$ cat config.mk
export PLATFORM = sky130hd
export DESIGN_NAME = fault_campaign_sequencer
export DESIGN_NICKNAME = d
export VERILOG_FILES = /design/src/rtl/fault_campaign_sequencer.sv
export SDC_FILE = /design/constraint.sdc
export NUM_CORES = 1
export LEC_CHECK = 0
export ABC_AREA = 1
export BUFFER_PORTS_ARGS = -buffer_cell sky130_fd_sc_hd__buf_2
export CAP_MARGIN = 5
export CORE_UTILIZATION = 50
export CTS_BUF_LIST = sky130_fd_sc_hd__clkbuf_16
export CTS_CLUSTER_SIZE = 16
export DETAILED_ROUTE_END_ITERATION = 10
export PLACE_DENSITY_LB_ADDON = 0.25
export REMOVE_ABC_BUFFERS = 1
export SYNTH_ARGS = -nofsm -noshare
export SYNTH_HDL_FRONTEND = slang
export SYNTH_SLANG_ARGS = --single-unit
$ cat constraint.sdc
create_clock -name clk -period 2.5 [get_ports clk]
set_clock_uncertainty 0.15 [all_clocks]
set_input_delay 0.5 -clock clk [delete_from_list [all_inputs] [get_ports clk]]
set_output_delay 0.5 -clock clk [all_outputs]
set_load 0.03 [all_outputs]
$ cat src/rtl/fault_campaign_sequencer.sv
// Fault-injection campaign sequencer.
// Sweeps fault IDs 0..NUM_FAULTS-1. For each ID it waits a trigger delay, pulses
// the fault enable for a programmed length, then observes a post-fault window.
// Golden/faulty result mismatches are counted over the inject+observe window and
// reported through a valid/ready handshake.
module fault_campaign_sequencer #(
  parameter int NUM_FAULTS = 4,
  parameter int CNT_W      = 8,
  parameter int OBS_WINDOW = 16
) (
  input  logic             clk,
  input  logic             rst,
  input  logic             start,
  input  logic             abort,
  input  logic [CNT_W-1:0] trig_delay,
  input  logic [CNT_W-1:0] inject_len,
  input  logic [31:0]      golden_result,
  input  logic [31:0]      faulty_result,
  input  logic             compare_en,
  output logic             fault_en,
  output logic [2:0]       fault_id,
  output logic             busy,
  output logic             rpt_valid,
  input  logic             rpt_ready,
  output logic [2:0]       rpt_fault_id,
  output logic [CNT_W-1:0] rpt_mismatch_cnt,
  output logic [CNT_W-1:0] rpt_first_cycle,
  output logic             done
);

  // Phase counter must hold both the CNT_W delays and OBS_WINDOW-1.
  localparam int OBS_W = $clog2(OBS_WINDOW + 1);
  localparam int PH_W  = (CNT_W > OBS_W) ? CNT_W : OBS_W;
  localparam logic [PH_W-1:0] OBS_LAST = PH_W'(OBS_WINDOW - 1);
  localparam logic [2:0]      LAST_ID  = 3'(NUM_FAULTS - 1);

  typedef enum logic [2:0] {
    S_IDLE, S_ARM, S_WAIT, S_INJECT, S_OBSERVE, S_REPORT, S_DONE
  } state_t;

  state_t            state;
  logic [CNT_W-1:0]  trig_delay_q;
  logic [CNT_W-1:0]  inject_len_q;
  logic [PH_W-1:0]   ph_cnt;
  logic [CNT_W-1:0]  win_idx;
  logic [CNT_W-1:0]  mismatch_cnt;
  logic [CNT_W-1:0]  first_idx;
  logic              first_seen;

  logic              cmp_hit;
  logic [CNT_W-1:0]  mismatch_cnt_nxt;
  logic [CNT_W-1:0]  first_idx_nxt;
  logic              first_seen_nxt;

  // Saturating increment shared by the window index and the mismatch counter.
  function automatic logic [CNT_W-1:0] sat_inc(input logic [CNT_W-1:0] v);
    sat_inc = (v == {CNT_W{1'b1}}) ? v : v + CNT_W'(1);
  endfunction

  // Moore outputs decoded straight from the state register, so reset clears them asynchronously.
  assign fault_en  = (state == S_INJECT);
  assign busy      = (state != S_IDLE);
  assign rpt_valid = (state == S_REPORT);
  assign done      = (state == S_DONE);

  // Comparison statistics as they will stand after this cycle, so the last observe cycle reaches the report.
  always_comb begin
    cmp_hit          = 1'b0;
    mismatch_cnt_nxt = mismatch_cnt;
    first_idx_nxt    = first_idx;
    first_seen_nxt   = first_seen;
    if ((state == S_INJECT || state == S_OBSERVE) && compare_en &&
        (golden_result != faulty_result)) begin
      cmp_hit          = 1'b1;
      mismatch_cnt_nxt = sat_inc(mismatch_cnt);
      first_seen_nxt   = 1'b1;
      if (!first_seen) begin
        first_idx_nxt = win_idx;
      end
    end
  end

  // Campaign FSM together with its counters, latched trigger settings and report registers.
  always_ff @(posedge clk or negedge rst) begin
    if (!rst) begin
      state            <= S_IDLE;
      trig_delay_q     <= '0;
      inject_len_q     <= '0;
      ph_cnt           <= '0;
      win_idx          <= '0;
      mismatch_cnt     <= '0;
      first_idx        <= '0;
      first_seen       <= 1'b0;
      fault_id         <= '0;
      rpt_fault_id     <= '0;
      rpt_mismatch_cnt <= '0;
      rpt_first_cycle  <= '0;
    end else if (abort) begin
      state <= S_IDLE;
    end else begin
      case (state)
        S_IDLE: begin
          if (start) begin
            trig_delay_q <= trig_delay;
            inject_len_q <= (inject_len == '0) ? CNT_W'(1) : inject_len;
            fault_id     <= '0;
            state        <= S_ARM;
          end
        end
        S_ARM: begin
          win_idx      <= '0;
          mismatch_cnt <= '0;
          first_idx    <= '0;
          first_seen   <= 1'b0;
          if (trig_delay_q == '0) begin
            ph_cnt <= PH_W'(inject_len_q) - PH_W'(1);
            state  <= S_INJECT;
          end else begin
            ph_cnt <= PH_W'(trig_delay_q) - PH_W'(1);
            state  <= S_WAIT;
          end
        end
        S_WAIT: begin
          if (ph_cnt == '0) begin
            ph_cnt <= PH_W'(inject_len_q) - PH_W'(1);
            state  <= S_INJECT;
          end else begin
            ph_cnt <= ph_cnt - PH_W'(1);
          end
        end
        S_INJECT: begin
          win_idx      <= sat_inc(win_idx);
          mismatch_cnt <= mismatch_cnt_nxt;
          first_idx    <= first_idx_nxt;
          first_seen   <= first_seen_nxt;
          if (ph_cnt == '0) begin
            ph_cnt <= OBS_LAST;
            state  <= S_OBSERVE;
          end else begin
            ph_cnt <= ph_cnt - PH_W'(1);
          end
        end
        S_OBSERVE: begin
          win_idx      <= sat_inc(win_idx);
          mismatch_cnt <= mismatch_cnt_nxt;
          first_idx    <= first_idx_nxt;
          first_seen   <= first_seen_nxt;
          if (ph_cnt == '0) begin
            rpt_fault_id     <= fault_id;
            rpt_mismatch_cnt <= mismatch_cnt_nxt;
            rpt_first_cycle  <= first_seen_nxt ? first_idx_nxt : {CNT_W{1'b1}};
            state            <= S_REPORT;
          end else begin
            ph_cnt <= ph_cnt - PH_W'(1);
          end
        end
        S_REPORT: begin
          if (rpt_ready) begin
            if (fault_id == LAST_ID) begin
              state <= S_DONE;
            end else begin
              fault_id <= fault_id + 3'd1;
              state    <= S_ARM;
            end
          end
        end
        S_DONE: begin
          state <= S_IDLE;
        end
        default: begin
          state <= S_IDLE;
        end
      endcase
    end
  end

endmodule

**Word level (Yosys, flattened, before mapping)**

Index checks and enable logic that the tools add are counted.

- Bits of input ports: 86
- Word-level logic and storage cells: 88
- Bits in registers: 74
- Output and inout bits: 26

- Reductions and logical operators: 19
- Equal/unequal tests: 20
- $add $sub $neg: 6
- Bitwise gates (word level): 1
- Multiplexer cells: 30

Operator list:

| kind | count |
|---|---|
| $mux W8 | 11 |
| $pmux W8 S2 | 3 |
| $ne A32 B32 Y1 | 1 |
| $pmux W8 S4 | 1 |
| $mux W3 | 10 |
| $logic_not A8 Y1 | 3 |
| $sub A8 B1 Y8 const B | 3 |
| $pmux W3 S6 | 1 |
| $add A8 B1 Y8 const B | 2 |
| $eq A8 B8 Y1 const B | 2 |
| $reduce_and A3 Y1 | 4 |
| $reduce_and A5 Y1 | 2 |
| $eq A3 B2 Y1 const B | 3 |
| $eq A3 B3 Y1 const B | 3 |
| $ne A3 B2 Y1 const B | 3 |
| $ne A2 B2 Y1 const B | 4 |
| $ne A3 B3 Y1 const B | 2 |
| $pmux W3 S2 | 1 |
| $reduce_bool A2 Y1 | 2 |
| $reduce_bool A4 Y1 | 1 |
| $add A3 B1 Y3 const B | 1 |
| $eq A3 B1 Y1 const B | 1 |
| $logic_not A3 Y1 | 1 |
| $reduce_bool A3 Y1 | 1 |
| other kinds (8) | 10 |

**Longest topological paths before layout**

- Depth after elaboration: 6
- Mapped depth: 14
- Gate-level depth less buffers: 13

**Least setup slack after synthesis**

No wires, ideal clock.

- Path kind: register -> register
- Start point: reg ph_cnt[0]
- End point: reg rpt_first_cycle[0]
- Arrival: 1608 ps
- Slack: 627 ps
- Cell stages (with the launch flop): 11
- Required time: 2234 ps
- Cells stage by stage: dfrtp_1 > inv_1 > ha_1 > nand3_1 > nor3_4 > nand2_2 > nor2_4 > buf_4 > nand2_2 > nor2_1 > nor2_1

- Cells in the longest elaborated chain, start to end: 2

Ends and longest elaborated chain:

| element | line | text |
|---|---|---|
| start: declaration | 44 | `logic [PH_W-1:0] ph_cnt;` |
| start signal: assignment | 116 | `ph_cnt <= PH_W'(inject_len_q) - PH_W'(1);` |
| start signal: assignment | 119 | `ph_cnt <= PH_W'(trig_delay_q) - PH_W'(1);` |
| start signal: assignment | 125 | `ph_cnt <= PH_W'(inject_len_q) - PH_W'(1);` |
| $logic_not A8 Y1 | 148 | `if (ph_cnt == '0) begin` |
| $reduce_and A3 Y1 (no line) | -- |  |
| end signal: assignment | 151 | `rpt_first_cycle <= first_seen_nxt ? first_idx_nxt : {CNT_W{1'b1}};` |
| end: declaration | 27 | `output logic [CNT_W-1:0] rpt_first_cycle,` |

No other way between the ends.
A chain may end at the register's enable or synchronous reset.

**Final worst setup path**

- Start point: reg state[0]
- End point: reg ph_cnt[3]

- Cells in the longest elaborated chain, start to end: 3

Ends and longest elaborated chain:

| element | line | text |
|---|---|---|
| start: declaration | 41 | `state_t state;` |
| start signal: assignment | 86 | `state <= S_IDLE;` |
| start signal: assignment | 99 | `state <= S_IDLE;` |
| start signal: assignment | 107 | `state <= S_ARM;` |
| $eq A3 B3 Y1, or another cell as far along | 101 | `case (state)` |
| $ne A2 B2 Y1 (no line) or $reduce_bool A4 Y1 (tied branches) | -- |  |
| $reduce_and A3 Y1 (no line) | -- |  |

Parallel ways exist; a longest one is shown, timed or not.

==> metrics.cfg <==
[setup_path]
critPathMaxFanout=7
cp_top_family=simple AND/OR/NAND/NOR gates
end_kind=flip-flop
path_buf_inv=2
cpMaxStageDelayCell=dfrtp_1
worst_setup_path_start_kind=flip-flop
arrival_ps=2220
required_ps=2560
critPathKind=flip-flop to flip-flop
slowest_delay_ps=460
path_cells=nor2_2 > nand2_2 > nand2_2 > inv_4 > nand2_4 > nor2_1 > nor2_1 > inv_1 > a21oi_1 > a22oi_1

[logic_synthesis]
yosysWarnings=0
ys_ff_latch=74
async_reset_ff_frac=1.00
ys_seq_area_frac=0.381
netlist_area_mm2=0.00486
netlist_instances=687
synth_cell_types=41
synthFlopType=dfrtp_1
syn_avg_cell_area_um2=7.08
synth-edff-count=0

[global_route]
grt_pass1_wl_um=20500
grt_pass1_vias=4746
grt_util_met3=0.0423
busiest_layer=met2
grt_max_degree=75
use_met2=0.464
use_met1=0.286
grt_use_total=0.250
antenna_found_initial=0
grt_overflow=0

[timing]
timing.fmax_ghz=0.461
tightest_slew_ps=555
hold_viol_final=0
period_minus_slack_ps=2170
fin_crit_sh=0.867
slew_headroom=0.629
rsz0062_at_grt=false
setup_tns_ps=0
slew_violations=0
setup_viol=0

[pwr]
finalPower_uw=4900
p_leak_uw=0.00313
powerDensity_mw_per_mm2=827
vdd_ir_drop_max_mv=0.581

[floorplanning]
ioPinCount=112
rows=35
dieArea_mm2=0.0101
dieWidth_um=101
core_mm2=0.00933
initial_core_util=0.522
chipHeight_um=101

[finish]
final_core_util=0.636
fin_nets=902
final_common_cell=nand2_1
diodes=0
layout_common_cells=nand2_1, buf_2, inv_1
area_growth_pct=21.9
nFillCells=865
drive_gt1_frac=0.224

[clock_network]
cts_buffers=9
clockBufferDepth=2
clk_pin_slew_ps=60
insertion_delay_ps=330
clockRootBuffer=clkbuf_16
hold_buffers=0
cts_setup_buffers=0
h-tree-depth=3
post_cts_resized=0
cts.sinks=74
cts_tree=done

[worst_hold_path]
hp-class=input port to asynchronous set/reset pin

[drt]
via_per_inst=5.05
ant_nets=0
drt-initial-drc-count=164
totalWireLength_um=11700
first_pass_iters=5
num_vias=4751
post_drt_wl_per_cell_um=12.4
drcViolationCount=0

[run]
drv_cap=0

[outcome]
status=finished clean

[placement]
dp_hpwl_um=8930
gp_congestion=0.927
portBuffers=111

[flip-flops by register name, indices dropped and copies added (netlist names)]
signal,flops
fault_id,3
first_idx,8
first_seen,1
inject_len_q,8
mismatch_cnt,8
ph_cnt,8
rpt_fault_id,3
rpt_first_cycle,8
rpt_mismatch_cnt,8
state,3
trig_delay_q,8
win_idx,8
[report_power, final]
group,internal (µW),leakage (µW),switching [µW]
sequential,1440,0.000963,174
clock,864,0.000160,484
combinational,692,0.00201,1250
total,2990,0.00313,1910
[cells by family after synthesis]
family                   share of synthesized area
AND/OR/NAND/NOR                              0.319
buffers and inverters                       0.0869
AO/OA/AOI/OAI                                0.114
flip-flops                                   0.381
XOR/XNOR                                    0.0756
adder cells (fa/ha/maj)                     0.0231
[per-stage QoR]
stage / hold WS [ps] / instances / worst slack (ps) / instance area, µm²
6_report: 28.7 / 941 / 333 / 5930
5_1_grt: 76.4 / 941 / 106 / 5930
4_1_cts: 71.8 / 941 / 346 / 5930
3_5_place_dp: 314 / 925 / 348 / 5620
3_3_place_gp: 311 / 925 / 336 / 5620
2_1_floorplan: 54.4 / 673 / 478 / 4790
[synthesized netlist by cell type, types with 2 or more instances]
| cell type | instances | area share |
|---|---|---|
| nand2_2 | 6 | 0.0077 |
| nor2_1 | 56 | 0.043 |
| o22ai_1 | 5 | 0.0064 |
| nor2_2 | 3 | 0.0039 |
| clkbuf_1 | 5 | 0.0039 |
| nand3_1 | 40 | 0.041 |
| nand2_1 | 212 | 0.16 |
| buf_2 | 6 | 0.0062 |
| buf_4 | 2 | 0.0031 |
| or2_2 | 13 | 0.017 |
| nor3_1 | 3 | 0.0031 |
| dfrtp_1 | 74 | 0.38 |
| nand4_1 | 6 | 0.0077 |
| o21ai_1 | 13 | 0.013 |
| nor3_2 | 3 | 0.0062 |
| or2_1 | 2 | 0.0026 |
| o211ai_1 | 3 | 0.0046 |
| nor2_4 | 3 | 0.0069 |
| inv_2 | 10 | 0.0077 |
| ha_1 | 9 | 0.023 |
| xnor2_1 | 26 | 0.047 |
| nand2_4 | 2 | 0.0046 |
| o21ai_0 | 45 | 0.046 |
| a22oi_1 | 2 | 0.0031 |
| a21oi_1 | 27 | 0.028 |
| xor2_1 | 16 | 0.029 |
| inv_1 | 81 | 0.062 |
[final cells by class]
type | instances | area [µm²] | share of cell area
Multi-Input combinational cell | 507 | 2590 | 0.437
Timing Repair Buffer | 123 | 671 | 0.113
Sequential cell | 74 | 1850 | 0.312
Clock inverter | 7 | 85.1 | 0.0143
Tap cell | 129 | 161 | 0.0272
Inverter | 92 | 348 | 0.0586
Clock buffer | 9 | 225 | 0.0380
[layer usage]
layer	routed length [µm]	vias to the layer above
li1	-	2411
met1	4920	2195
met2	6150	121
met3	399	24
met4	235	0
met5	0	-
[path summary, 6_finish.rpt]
kind / cells past startpoint / slack, ps / to / start
worst min-delay path: 2 / 30 / rpt_first_cycle[6] / rst
worst min register to register: 2 / 330 / rpt_mismatch_cnt[3] / rpt_mismatch_cnt[3]
min in group clk: 3 / 230 / trig_delay_q[5] / trig_delay[5]
worst max register to register: 10 / 330 / ph_cnt[3] / state[0]
max in group asynchronous: 2 / 1820 / trig_delay_q[2] / rst
worst max-delay path: 10 / 330 / ph_cnt[3] / state[0]
Note: power is estimated with default switching activity, not from simulation.
